[config.mk]
export PLATFORM = sky130hd
export DESIGN_NAME = dataram_arbiter
export DESIGN_NICKNAME = d
export VERILOG_FILES = /design/src/rtl/dataram_arb_pkg.sv /design/src/rtl/rr_arbiter2.sv /design/src/rtl/dataram_arbiter.sv
export SDC_FILE = /design/constraint.sdc
export NUM_CORES = 1
export LEC_CHECK = 0
export CORE_MARGIN = 5
export CORE_UTILIZATION = 42
export CTS_CLUSTER_DIAMETER = 50
export DETAILED_ROUTE_END_ITERATION = 8
export GPL_TIMING_DRIVEN = 0
export PLACE_DENSITY_LB_ADDON = 0.08
export REMOVE_ABC_BUFFERS = 1
export SLEW_MARGIN = 20
export SYNTH_ARGS = -nofsm -noshare
export SYNTH_HDL_FRONTEND = slang
export SYNTH_SLANG_ARGS = --single-unit
export TNS_END_PERCENT = 1
[constraint.sdc]
create_clock -name clk -period 2.5 [get_ports clk]
set_input_delay 0.375 -clock clk [delete_from_list [all_inputs] [get_ports clk]]
set_output_delay 0.375 -clock clk [all_outputs]
set_load 0.01 [all_outputs]
[src/rtl/dataram_arb_pkg.sv]
// Shared definitions for the DataRAM arbiter and its round-robin picker.
//   arbState_t      : sequencer states (IDLE/WRITE/READ/RESP = 0..3)
//   PORT0 / PORT1   : requester IDs as carried on grant/pick
//   DEFAULT_TIMEOUT : READ cycles allowed before a read completes with error
package dataram_arb_pkg;

  typedef enum logic [1:0] {
    IDLE  = 2'd0,
    WRITE = 2'd1,
    READ  = 2'd2,
    RESP  = 2'd3
  } arbState_t;

  localparam logic PORT0 = 1'b0;
  localparam logic PORT1 = 1'b1;

  localparam int unsigned DEFAULT_TIMEOUT = 4;

endpackage

[src/rtl/rr_arbiter2.sv]
// Combinational two-way round-robin pick.
//   req[1:0] in  : request per port (bit n = port n)
//   last     in  : port most recently served
//   pick     out : port to serve; on a tie the port other than last wins
module rr_arbiter2
  import dataram_arb_pkg::*;
(
  input  logic [1:0] req,
  input  logic       last,
  output logic       pick
);

  always_comb begin
    pick = last;
    case (req)
      2'b01:   pick = PORT0;
      2'b10:   pick = PORT1;
      2'b11:   pick = ~last;
      default: pick = last;
    endcase
  end

endmodule

[src/rtl/dataram_arbiter.sv]
// Two-port round-robin arbiter and sequencer for the single-ported DataRAM.
//   clk, clr                  : clock, asynchronous active-high reset
//   pN_req/we/addr/wdata      : requester N transaction (held until ack)
//   pN_ack/err/rdata          : one-cycle completion, timeout flag, read data
//   ram_write_enable/read_enable/addr/read_addr/write_data : to DataRAM
//   ram_data_ready/read_data  : from DataRAM
//   busy                      : sequencer not in IDLE
//   grant                     : port currently or most recently served
module dataram_arbiter
  import dataram_arb_pkg::*;
#(
  parameter int unsigned width   = 16,
  parameter int unsigned length  = 8,
  parameter int unsigned timeout = DEFAULT_TIMEOUT
) (
  input  logic              clk,
  input  logic              clr,
  input  logic              p0_req,
  input  logic              p0_we,
  input  logic [length-1:0] p0_addr,
  input  logic [width-1:0]  p0_wdata,
  input  logic              p1_req,
  input  logic              p1_we,
  input  logic [length-1:0] p1_addr,
  input  logic [width-1:0]  p1_wdata,
  output logic              p0_ack,
  output logic              p0_err,
  output logic [width-1:0]  p0_rdata,
  output logic              p1_ack,
  output logic              p1_err,
  output logic [width-1:0]  p1_rdata,
  output logic              ram_write_enable,
  output logic              ram_read_enable,
  output logic [length-1:0] ram_addr,
  output logic [length-1:0] ram_read_addr,
  output logic [width-1:0]  ram_write_data,
  input  logic              ram_data_ready,
  input  logic [width-1:0]  ram_read_data,
  output logic              busy,
  output logic              grant
);

  localparam logic [3:0] TIMEOUT_L = 4'(timeout);

  arbState_t         state;
  logic [3:0]        cnt;
  logic [3:0]        cntNext;
  logic              pick;
  logic              selWe;
  logic [length-1:0] selAddr;
  logic [width-1:0]  selWdata;

  rr_arbiter2 uPick (
    .req  ({p1_req, p0_req}),
    .last (grant),
    .pick (pick)
  );

  always_comb begin
    selWe    = (pick == PORT1) ? p1_we    : p0_we;
    selAddr  = (pick == PORT1) ? p1_addr  : p0_addr;
    selWdata = (pick == PORT1) ? p1_wdata : p0_wdata;
    cntNext  = cnt + 4'd1;
  end

  // ram_addr doubles as the address latch, so readAddr mirrors it directly.
  assign ram_read_addr = ram_addr;

  always_ff @(posedge clk or posedge clr) begin
    if (clr) begin
      state            <= IDLE;
      grant            <= PORT1;
      cnt              <= '0;
      busy             <= 1'b0;
      ram_write_enable <= 1'b0;
      ram_read_enable  <= 1'b0;
      ram_addr         <= '0;
      ram_write_data   <= '0;
      p0_ack           <= 1'b0;
      p1_ack           <= 1'b0;
      p0_err           <= 1'b0;
      p1_err           <= 1'b0;
      p0_rdata         <= '0;
      p1_rdata         <= '0;
    end else begin
      // ack/err are single-cycle: asserted on entry to RESP, cleared here after.
      p0_ack <= 1'b0;
      p1_ack <= 1'b0;
      p0_err <= 1'b0;
      p1_err <= 1'b0;
      case (state)
        IDLE: begin
          if (p0_req || p1_req) begin
            grant          <= pick;
            ram_addr       <= selAddr;
            ram_write_data <= selWdata;
            cnt            <= '0;
            busy           <= 1'b1;
            if (selWe) begin
              state            <= WRITE;
              ram_write_enable <= 1'b1;
            end else begin
              state           <= READ;
              ram_read_enable <= 1'b1;
            end
          end
        end
        WRITE: begin
          ram_write_enable <= 1'b0;
          state            <= RESP;
          if (grant == PORT0) p0_ack <= 1'b1;
          else                p1_ack <= 1'b1;
        end
        READ: begin
          if (ram_data_ready) begin
            ram_read_enable <= 1'b0;
            state           <= RESP;
            if (grant == PORT0) begin
              p0_ack   <= 1'b1;
              p0_rdata <= ram_read_data;
            end else begin
              p1_ack   <= 1'b1;
              p1_rdata <= ram_read_data;
            end
          end else begin
            cnt <= cntNext;
            // cnt stops at timeout, so the 4-bit increment never wraps.
            if (cntNext >= TIMEOUT_L) begin
              ram_read_enable <= 1'b0;
              state           <= RESP;
              if (grant == PORT0) begin
                p0_ack <= 1'b1;
                p0_err <= 1'b1;
              end else begin
                p1_ack <= 1'b1;
                p1_err <= 1'b1;
              end
            end
          end
        end
        RESP: begin
          state          <= IDLE;
          busy           <= 1'b0;
          ram_addr       <= '0;
          ram_write_data <= '0;
        end
      endcase
    end
  end

endmodule

==> results of run 1 <==
[final timing paths]
path                                                        to  slack [ps]                            from  cells past startpoint
worst max-delay path                   p0_rdata[6]$_DFFE_PP0P_         300            state[0]$_DFFE_PP0P_                      5
worst min-delay path                  p1_rdata[13]$_DFFE_PP0P_         370                             clr                      2
worst max register to register         p0_rdata[6]$_DFFE_PP0P_         300            state[0]$_DFFE_PP0P_                      5
worst min register to register  ram_write_data[12]$_DFFE_PP0P_         480  ram_write_data[12]$_DFFE_PP0P_                      2
max in group asynchronous                    grant$_DFFE_PP1P_        1530                             clr                      3
min in group clk                ram_write_data[12]$_DFFE_PP0P_         480  ram_write_data[12]$_DFFE_PP0P_                      2
[critical path, stage by stage (launching register included)]
cell     delay, ps
dfrtp_1        400
inv_1          130
ha_1           420
nand2_1        170
or2_1          530
mux2_1         430
[kinds of logic (layout without fill, tap and decap cells)]
family | Yosys count | in the layout | share of synthesized area [%]
compound gates | 49 | 49 | 9.583
buf+inv | 29 | 170 | 5.718
simple gates | 56 | 56 | 8.269
mux | 60 | 60 | 19.98
fa+ha+maj | 6 | 6 | 2.318
flops | 70 | 70 | 54.13
[Yosys cell counts, drive strengths merged]
cell type and n:
or2 2, nand2b 5, o31a 1, nand2 36, inv 9, nor2 2, clkbuf 2, o22a 1
o21a 1, or3b 1, nand4 1, nor3b 1, ha 6, o21ai 29, a32oi 2, and2 2
buf 18, o211ai 3, a22o 2, o221ai 1, a21oi 3, o31ai 2, dfstp 1, a211oi 1
a21boi 1, nand3 4, a31oi 1, a211o 1, nor2b 1, mux2i 26, mux2 34, nor3 1
dfrtp 69
[stage by stage]
step | setup WS, ps | TNS [ps] | area, µm² | utilization [%] | hold WS, ps
CTS | 251.3 | 0 | 4907 | 64.51 | 380.6
detailed placement | 243.2 | 0 | 4677 | 61.48 | 470.2
floorplan | 358.4 | 0 | 3087 | - | 445.0
finish | 303.2 | 0 | 4907 | 64.51 | 373.8
global placement | -834.4 | -64030 | 4636 | 60.94 | 459.6
global route | 147.8 | 0 | 4907 | 64.51 | 393.3
[flip-flops by register name (all words and copies together) (netlist names)]
signal	cells
p0_rdata	16
p1_rdata	16
ram_write_data	16
ram_addr	8
cnt	4
state	2
busy	1
grant	1
p0_ack	1
p0_err	1
p1_ack	1
p1_err	1
ram_read_enable	1
ram_write_enable	1
[metal layers]
layer | vias to the layer above | GRT usage [%] | part of all wire [%] | wire length (µm)
met2 | 116 | 26.88 | 47 | 3740
met1 | 1178 | 20.54 | 43 | 3421
met3 | 13 | 5.786 | 7.8 | 617
li1 | 1216 | - | - | -
met5 | - | 0 | 0 | 0
met4 | 0 | 5.751 | 1.6 | 127
[area by class of cell]
| cell class | count | share of cell area [%] |
|---|---|---|
| Clock buffer | 10 | 2.805 |
| Inverter | 9 | 0.7394 |
| Multi-Input combinational cell | 171 | 26.49 |
| Sequential cell | 70 | 35.72 |
| Tap cell | 102 | 2.601 |
| Timing Repair Buffer | 145 | 29.76 |
| Clock inverter | 6 | 1.887 |
[power groups by stage]
| stage | registers, W | logic [W] | clock network [W] |
|---|---|---|---|
| 3_3_place_gp | 0.00186 | 0.00258 | 0 |
| 6_report | 0.00186 | 0.00260 | 0.00104 |
| 3_5_place_dp | 0.00188 | 0.00264 | 0 |
| 2_1_floorplan | 0.00207 | 0.00109 | 0 |
| 4_1_cts | 0.00186 | 0.00265 | 0.00106 |
| 5_1_grt | 0.00191 | 0.00280 | 0.00110 |
==> impl_results.md, run 1 <==
* Status: complete, no violations
* DP Wirelength at approximately 6000 µm
* P_int at 0.003638 W
* Post-layout min period at between 2000 and 2500 ps
* First-pass GRT wire length at 12770 µm
* DR vias/cell at approximately 4.9
* Area contributors post-synth: dfrtp_1, mux2_2, mux2i_1, nand2_1, o21ai_0
* Avg Inst Size Synth at roughly 12 µm²
* CTS Buffer Depth at 2
* Synth area leader: dfrtp_1
* Share of layout cells above drive strength 1 at between 10% and 20%
* Max Cap Violations at 0
* Worst-Skew Late Latency at ~340 ps
* Vias in the first global route at around 2600
* Final Power at 0.005489 W
* Largest net degree at the start of global routing at slightly above 40
* CP Data Required Time at roughly 2700 ps
* Remaining Overflow, GRT at 0
* Final hold violation count at 0
* Die W at roughly 98 µm
* Final net count at a little under 500
* # DRC at 0
* Die H at 97.81 µm
* Initial core utilization at 42.57%
* Ys Warns at 0
* DR iter-0 viols at 63
* Top Ports at approximately 140
* Cell Area, Synth at 0.003238 mm²
* Register area share after synthesis at between 50% and 60%
* Total GRT Usage at about 17%
* Fin. max-slew vios at 0
* Yosys top cell area share at between 50% and 60%
* Post-CTS Resized at 0
* CP Class: flip-flop to flip-flop
* Most frequent cells in the layout: clkdlybuf4s50_1, dfrtp_1, nand2_1
* Tightest Pin Transition at between 1000 and 1500 ps
* Total die area at between 0.009 and 0.01 mm²
* CTS tree: yes
* Leak pwr at around 2.1 nW
* I/O Buffers at 142
* Setup crit start kind: flip-flop
* TritonCTS Buffers at 9
* Combinational Power Share at a little under half
* Register area at roughly 0.0018 mm²
* Final setup viols at 0
* Worst Skew at 16.61 ps
* Sequential share of power at between 30% and 40%
* Cells after synthesis at 270
* Max VDD drop at approximately 0.00055 V
* Commonest non-fill, non-tap cell in the layout: clkdlybuf4s50_1
* Slew headroom at 29.45%
* NetSw at approximately 0.0019 W
* Total Wirelength at between 7000 and 8000 µm
* # hold bufs at CTS at 0
* Fillers at between 600 and 700
* Iteration count of the initial detailed-routing pass at 4
* Crit path max fanout at 16
* # rows at 32
* Antenna fix cells at 0
* Max Freq at between 400 and 500 MHz
* Unique masters post-synth at between 40 and 50
* Initial antenna violation count at 0
* Clock power share at 18.9%
* TritonCTS sink count at 70
* Critical Path AT at about 2400 ps
* Final worst path period share at between 80 and 90%
* Clock Tree Root: clkbuf_8
* Sw Share at about a third
* Finished Layout Cells at 513
* Synthesis-to-layout area growth at 51.55%
* Gpl congestion at around 0.76
* DRT antenna net count at 0
* P per Cell Area at 1119 mW/mm²
* Yosys reg bits at 70
* Placed cell count at about 500
* Multi-input logic area at about 0.0013 mm²
* Post-CTS Setup Repair Bufs at 0
* Avg WL per Cell at 15.41 µm
* Core area at between 0.007 and 0.008 mm²
* Via Count at 2523
* Hold Path Class: primary input to async pin
* Max H-tree Level at 3
* CTS clk-pin slew, worst paths at around 80 ps
* CP Capture Type: flip-flop
* RSZ-0062 raised after global routing: no
(Power assumes the default switching activity.)
==> run 2: changes to the inputs <==
--- a/config.mk
+++ b/config.mk
@@ -5,12 +5,13 @@
 export SDC_FILE = /design/constraint.sdc
 export NUM_CORES = 1
 export LEC_CHECK = 0
+export CAP_MARGIN = 20
 export CORE_MARGIN = 5
 export CORE_UTILIZATION = 42
 export CTS_CLUSTER_DIAMETER = 50
 export DETAILED_ROUTE_END_ITERATION = 8
 export GPL_TIMING_DRIVEN = 0
-export PLACE_DENSITY_LB_ADDON = 0.08
+export PLACE_DENSITY = 0.8
 export REMOVE_ABC_BUFFERS = 1
 export SLEW_MARGIN = 20
 export SYNTH_ARGS = -nofsm -noshare
==> run 2 against run 1 <==
Cell count unchanged. Worst setup slack improved by 15 ps. Largest cell class unchanged. Combinational power about the same. Critical path depth unchanged. Maximum frequency increased by 0.68%. Critical endpoint is now p0_rdata[4]$_DFFE_PP0P_.
==> impl_results.md, run 2 (same netlist as run 1, synthesis figures left out) <==
* Status: complete, no violations
* Post-layout min period at 2182 ps (-14.82 ps)
* Setup crit start kind: flip-flop
* Clock power share at 17.1% (-1.8 points)
* Final net count at 483 (unchanged)
* Critical path buffer and inverter count at 1 (unchanged)
* Max Freq at 458.3 MHz (+0.68%)
* Max Cap Violations at 0 (unchanged)
* P per Cell Area at 1102 mW/mm² (-1.5%)
* Tightest Pin Transition at 1021 ps (-37.27 ps)
* Iteration count of the initial detailed-routing pass at 4 (unchanged)
* Crit path max fanout at 16 (unchanged)
* Post-CTS Resized at 0 (unchanged)
* Max VDD drop at 0.0003769 V (-31%)
* TritonCTS Buffers at 9 (unchanged)
* Avg WL per Cell at 15.33 µm (-0.54%)
* Largest net degree at the start of global routing at 58 (+41%)
* Final Power at 0.005385 W (-1.9%)
* Initial antenna violation count at 0 (unchanged)
* Placed cell count at 497 (unchanged)
* Placed cell area at 0.004681 mm² (about the same)
* Remaining Overflow, GRT at 0 (unchanged)
* DR iter-0 viols at 37 (-41%)
* CTS clk-pin slew, worst paths at 80 ps (about the same)
* # hold bufs at CTS at 0 (unchanged)
* TritonCTS sink count at 70 (unchanged)
* Fin. max-slew vios at 0 (unchanged)
* CP Class: flip-flop to flip-flop
* CP Capture Type: flip-flop
* Most frequent cells in the layout: clkdlybuf4s50_1, dfrtp_1, nand2_1
* Core area at 0.007607 mm² (unchanged)
* Final instance area at 0.004887 mm² (-0.41%)
* DRT antenna net count at 0 (unchanged)
* Share of layout cells above drive strength 1 at 13.87% (unchanged)
* CTS Buffer Depth at 2 (unchanged)
* Max H-tree Level at 3 (unchanged)
* Antenna fix cells at 0 (unchanged)
* Largest regs: p0_rdata: 16 flops, p1_rdata: 16 flops, ram_write_data: 16 flops
* Commonest non-fill, non-tap cell in the layout: clkdlybuf4s50_1
* Slew headroom at 31.94% (+2.5 points)
* Total die area at 0.009566 mm² (unchanged)
* Final hold violation count at 0 (unchanged)
* Crit path max-delay cell type: or2_1
* Gpl congestion at 0.8211 (+7.7%)
* Finished Layout Cells at 513 (unchanged)
* CP Data Required Time at 2710 ps (about the same)
* Total Wirelength at 7864 µm (-0.54%)
* Post-placement worst setup slack at 311.3 ps (+68.10 ps)
* First-pass GRT wire length at 13090 µm (+2.5%)
* Die W at 97.81 µm (unchanged)
* Total GRT Usage at 16.85% (+0.32 points)
* # rows at 32 (unchanged)
* DP Wirelength at 6107 µm (+2.5%)
* Clock Tree Root: clkbuf_8
* Sequential share of power at 34.7% (+0.9 points)
* Die H at 97.81 µm (unchanged)
* Critical Path AT at 2390 ps (-20 ps)
* Final setup viols at 0 (unchanged)
* I/O Buffers at 142 (unchanged)
* NetSw at 0.001849 W (-0.12%)
* # DRC at 0 (unchanged)
* Hold_ws at 324.4 ps (-49.48 ps)
* DR vias/cell at 4.869 (-0.99%)
* Vias in the first global route at 2726 (+4.1%)
* RSZ-0062 raised after global routing: no
* Via Count at 2498 (-0.99%)
* Post-CTS Setup Repair Bufs at 0 (unchanged)
* Worst path max stage delay at 520 ps (about the same)
* Crit path cell chain: inv_1 -> ha_1 -> nand2_1 -> or2_1 -> mux2_1
* CTS tree: yes
* Hold Path Class: primary input to async pin
* Final worst path period share at 87.28% (-0.59 points)
* Fillers at 610 (-2.1%)
* Worst-Skew Late Latency at 320 ps (-20 ps)
* Initial core utilization at 42.57% (unchanged)
* Top Ports at 143 (unchanged)
* Delay-heaviest family, CP: simple AND/OR/NAND/NOR gates
* P_int at 0.003536 W (-2.8%)
* Final WS setup at 318.0 ps (+14.82 ps)
* Worst Skew at 5.213 ps (-11.39 ps)
* Sw Share at 34.33% (+0.61 points)
* Synthesis-to-layout area growth at 50.93%
* Combinational Power Share at 48.2% (+0.9 points)
* Leak pwr at 2.112 nW (-0.22%)
## run 2: cell count changes in the layout (fill, tap and decap cells not counted), sizes merged
cell | before | now
clkinv | 1 | 3
bufinv | 2 | 1
clkinvlp | 2 | 1
## run 2: worst register-to-register path: stages (launching register included)
cell and delay [ps]:
dfrtp_1 410, inv_1 130, ha_1 400, nand2_1 170
or2_1 520, mux2_1 440
## run 2: final cells by class
| type | count | area [µm²] | area share, % |
|---|---|---|---|
| multi-input combinational | 171 | 1300 | 26.60 |
| inverter | 9 | 36.28 | 0.7424 |
| timing repair buffer | 145 | 1464 | 29.95 |
| clock inverter | 6 | 68.82 | 1.408 |
| clock buffer | 10 | 137.6 | 2.816 |
| sequential | 70 | 1753 | 35.87 |
| tap | 102 | 127.6 | 2.611 |
## run 2: power groups by stage
stage          logic [W]  registers (W)  clock network [W]
2_1_floorplan    0.00109        0.00207                  0
3_3_place_gp     0.00255        0.00186                  0
3_5_place_dp     0.00264        0.00189                  0
4_1_cts          0.00265        0.00187           0.000951
5_1_grt          0.00282        0.00193            0.00101
6_report         0.00260        0.00187           0.000920
## run 2: metrics by stage
stage	setup TNS, ps	utilization, %
3_5_place_dp	0	61.53
5_1_grt	0	64.24
3_3_place_gp	-57310	60.94
4_1_cts	0	64.24
6_report	0	64.24
2_1_floorplan	0	-
## run 2: path summary, 6_finish.rpt
check	slack, ps	start	cells after the start	to
setup / recovery	320	state[0]$_DFFE_PP0P_	5	p0_rdata[4]$_DFFE_PP0P_
hold / removal	320	clr	2	p1_rdata[14]$_DFFE_PP0P_
setup reg to reg	320	state[0]$_DFFE_PP0P_	5	p0_rdata[4]$_DFFE_PP0P_
hold reg to reg	480	busy$_DFFE_PP0P_	2	busy$_DFFE_PP0P_
max in group asynchronous	1610	clr	3	grant$_DFFE_PP1P_
min in group clk	480	busy$_DFFE_PP0P_	2	busy$_DFFE_PP0P_
## run 2: metal layers
layer  vias to the layer above  share of wire (%)  track usage [%]
met5                         -                  0                0
met4                         0               0.80            5.005
met2                       103                 50            29.41
met3                         4                7.9            5.500
met1                      1182                 41            19.81
li1                       1209                  -                -
==> RTL edit, RTL diff (config.mk and constraints of run 2) <==
The parameter `width` goes from 16 to 24.
--- a/src/rtl/dataram_arbiter.sv
+++ b/src/rtl/dataram_arbiter.sv
@@ -9,7 +9,7 @@
 module dataram_arbiter
   import dataram_arb_pkg::*;
 #(
-  parameter int unsigned width   = 16,
+  parameter int unsigned width   = 24,
   parameter int unsigned length  = 8,
   parameter int unsigned timeout = DEFAULT_TIMEOUT
 ) (
Ports: changed (6 resized); port bits go from 143 to 191. The function was not compared with the original's and may differ.
==> RTL edit against run 2 <==
- clock skew increased by 0.0042 ns
- area after synthesis increased by 29%
- design area increased by 30%
- sequential share of layout area increased by 1.1 points
- total power increased by 39%
- synthesized cell count increased by 15%
- wire length increased by 45%
- worst setup slack got worse by 0.065 ns
- sequential cell count increased by 24
- largest cell class unchanged
- largest power group unchanged
==> RTL edit: results <==
metrics = {
    "setup_path": {
        "worstPathMaxFanout": 24,
        "cpPeakStageDelay_ns": 0.64,
        "crit_slowest_cell": "nand3_2",
    },
    "outcome": {
        "status": "completed",
    },
    "min_path": {
        "hp-class": "input pin to asynchronous set/reset pin",
    },
    "clocking": {
        "htree_levels": 3,
        "cts_setup_buffers": 0,
        "clk_latency_ns": 0.35,
        "clk_pin_slew_ns": 0.09,
        "cts_made_buffers": 9,
        "cts.repair.resized": 0,
        "root_buffer": "clkbuf_8",
        "cts_buffer_depth": 2,
    },
    "final_layout": {
        "largestRegisters": "p0_rdata (24), p1_rdata (24), ram_write_data (24)",
        "drive_gt1_share_pct": 13.2,
        "antennaDiodeCount": 0,
        "n_fill_cell": 751,
        "layout.nets": 590,
    },
    "placement": {
        "place_area_mm2": 0.00620,
        "portBuffers": 190,
        "place_ws_ns": -0.142,
        "dpl.hpwl_mm": 8.97,
        "gp_congestion": 0.808,
    },
    "global_route": {
        "grt_max_degree": 51,
        "antenna_found_initial": 0,
        "grt.total_usage_pct": 18.5,
        "grt_pass1_wl_mm": 17.1,
        "grt_pass1_vias": 3295,
    },
    "route": {
        "dr.first_iter.drc_count": 107,
        "dr.pass1.iters": 4,
        "vias_per_cell": 5.08,
        "wl_mm": 11.4,
    },
    "synthesis": {
        "synth_cell_type_count": 40,
        "synth_common_cells": "dfrtp_1 (93), mux2_2 (40), o2bb2ai_1 (34)",
        "synthTopCellsByArea": "dfrtp_1 (56%), mux2_2 (11%), mux2i_1 (7.7%), o2bb2ai_1 (7.1%), mux2_1 (3.0%)",
        "synth_flop_cell": "dfrtp_1",
        "synth_seq_area_share_pct": 56.3,
        "synthArstFlopShare_pct": 100,
        "yosysWarnings": 0,
    },
    "sta": {
        "skew_ns": 0.00940,
        "relSlewSlack_pct": 53.8,
    },
    "pwr": {
        "max-vdd-ir-drop_mv": 0.563,
        "leakagePower_nw": 2.68,
        "p_sw_mw": 2.60,
    },
}
RTL edit: worst paths after layout:
| kind | slack, ns | depth (start not counted) | startpoint | endpoint |
|---|---|---|---|---|
| setup reg to reg | 0.25 | 4 | state[0]$_DFFE_PP0P_ | p1_rdata[18]$_DFFE_PP0P_ |
| min in group clk | 0.49 | 1 | ram_write_data[7]$_DFFE_PP0P_ | ram_write_data[7]$_DFFE_PP0P_ |
| hold / removal | 0.42 | 2 | clr | p1_rdata[11]$_DFFE_PP0P_ |
| setup / recovery | 0.25 | 4 | state[0]$_DFFE_PP0P_ | p1_rdata[18]$_DFFE_PP0P_ |
| hold reg to reg | 0.49 | 1 | ram_write_data[7]$_DFFE_PP0P_ | ram_write_data[7]$_DFFE_PP0P_ |
| max in group asynchronous | 1.39 | 3 | clr | grant$_DFFE_PP1P_ |
RTL edit: cell families after synthesis:
| family | Yosys count | synth area share, % |
|---|---|---|
| flops | 94 | 56.3 |
| mux | 83 | 21.4 |
| compound gates | 65 | 12.2 |
| buf+inv | 34 | 4.76 |
| simple gates | 28 | 3.53 |
| fa+ha+maj | 6 | 1.80 |
RTL edit: critical path: cells and delay by family, from the launching register on:
kind / cells / cell delay (ns)
AND/OR/NAND/NOR: 1 / 0.64
adder cells (fa/ha/maj): 1 / 0.41
buffers and inverters: 1 / 0.11
flip-flops: 1 / 0.41
multiplexers: 1 / 0.55
RTL edit: cell type report:
cell class / count / area [µm²] / share of cell area (%)
clock inverters: 4 / 26.3 / 0.413
repair buffers: 195 / 2000 / 31.4
multi-input cells: 182 / 1650 / 26.0
flip-flops and latches: 94 / 2350 / 37.0
inverters: 7 / 28.8 / 0.452
clock buffers: 12 / 135 / 2.12
well taps: 133 / 166 / 2.62
RTL edit: through the flow:
step / utilization (%) / instances / TNS (ns) / hold WS [ns]
after floorplan: - / 283 / -29.95 / 0.445
after global placement: 62.4 / 606 / -187.72 / 0.472
after detailed placement: 63.7 / 611 / -2.25 / 0.473
after CTS: 65.4 / 627 / 0 / 0.433
after global routing: 65.4 / 627 / 0 / 0.467
final: 65.4 / 627 / 0 / 0.415
RTL edit: power by group through the flow:
stage | clock (mW) | sequential [mW] | combinational, mW
after floorplan | 0 | 3.01 | 1.43
after global placement | 0 | 2.65 | 3.83
after detailed placement | 0 | 2.70 | 4.02
after CTS | 0.898 | 2.67 | 4.04
after global routing | 0.969 | 2.77 | 4.25
final | 0.866 | 2.66 | 3.96
RTL edit: routing by layer:
layer  wire [µm]  global-route usage (%)  part of all wire [%]
met2        5530                    31.4                    48
met4         203                    6.68                   1.8
met1        4330                    20.9                    38
met3        1380                    7.57                    12
met5           0                       0                     0
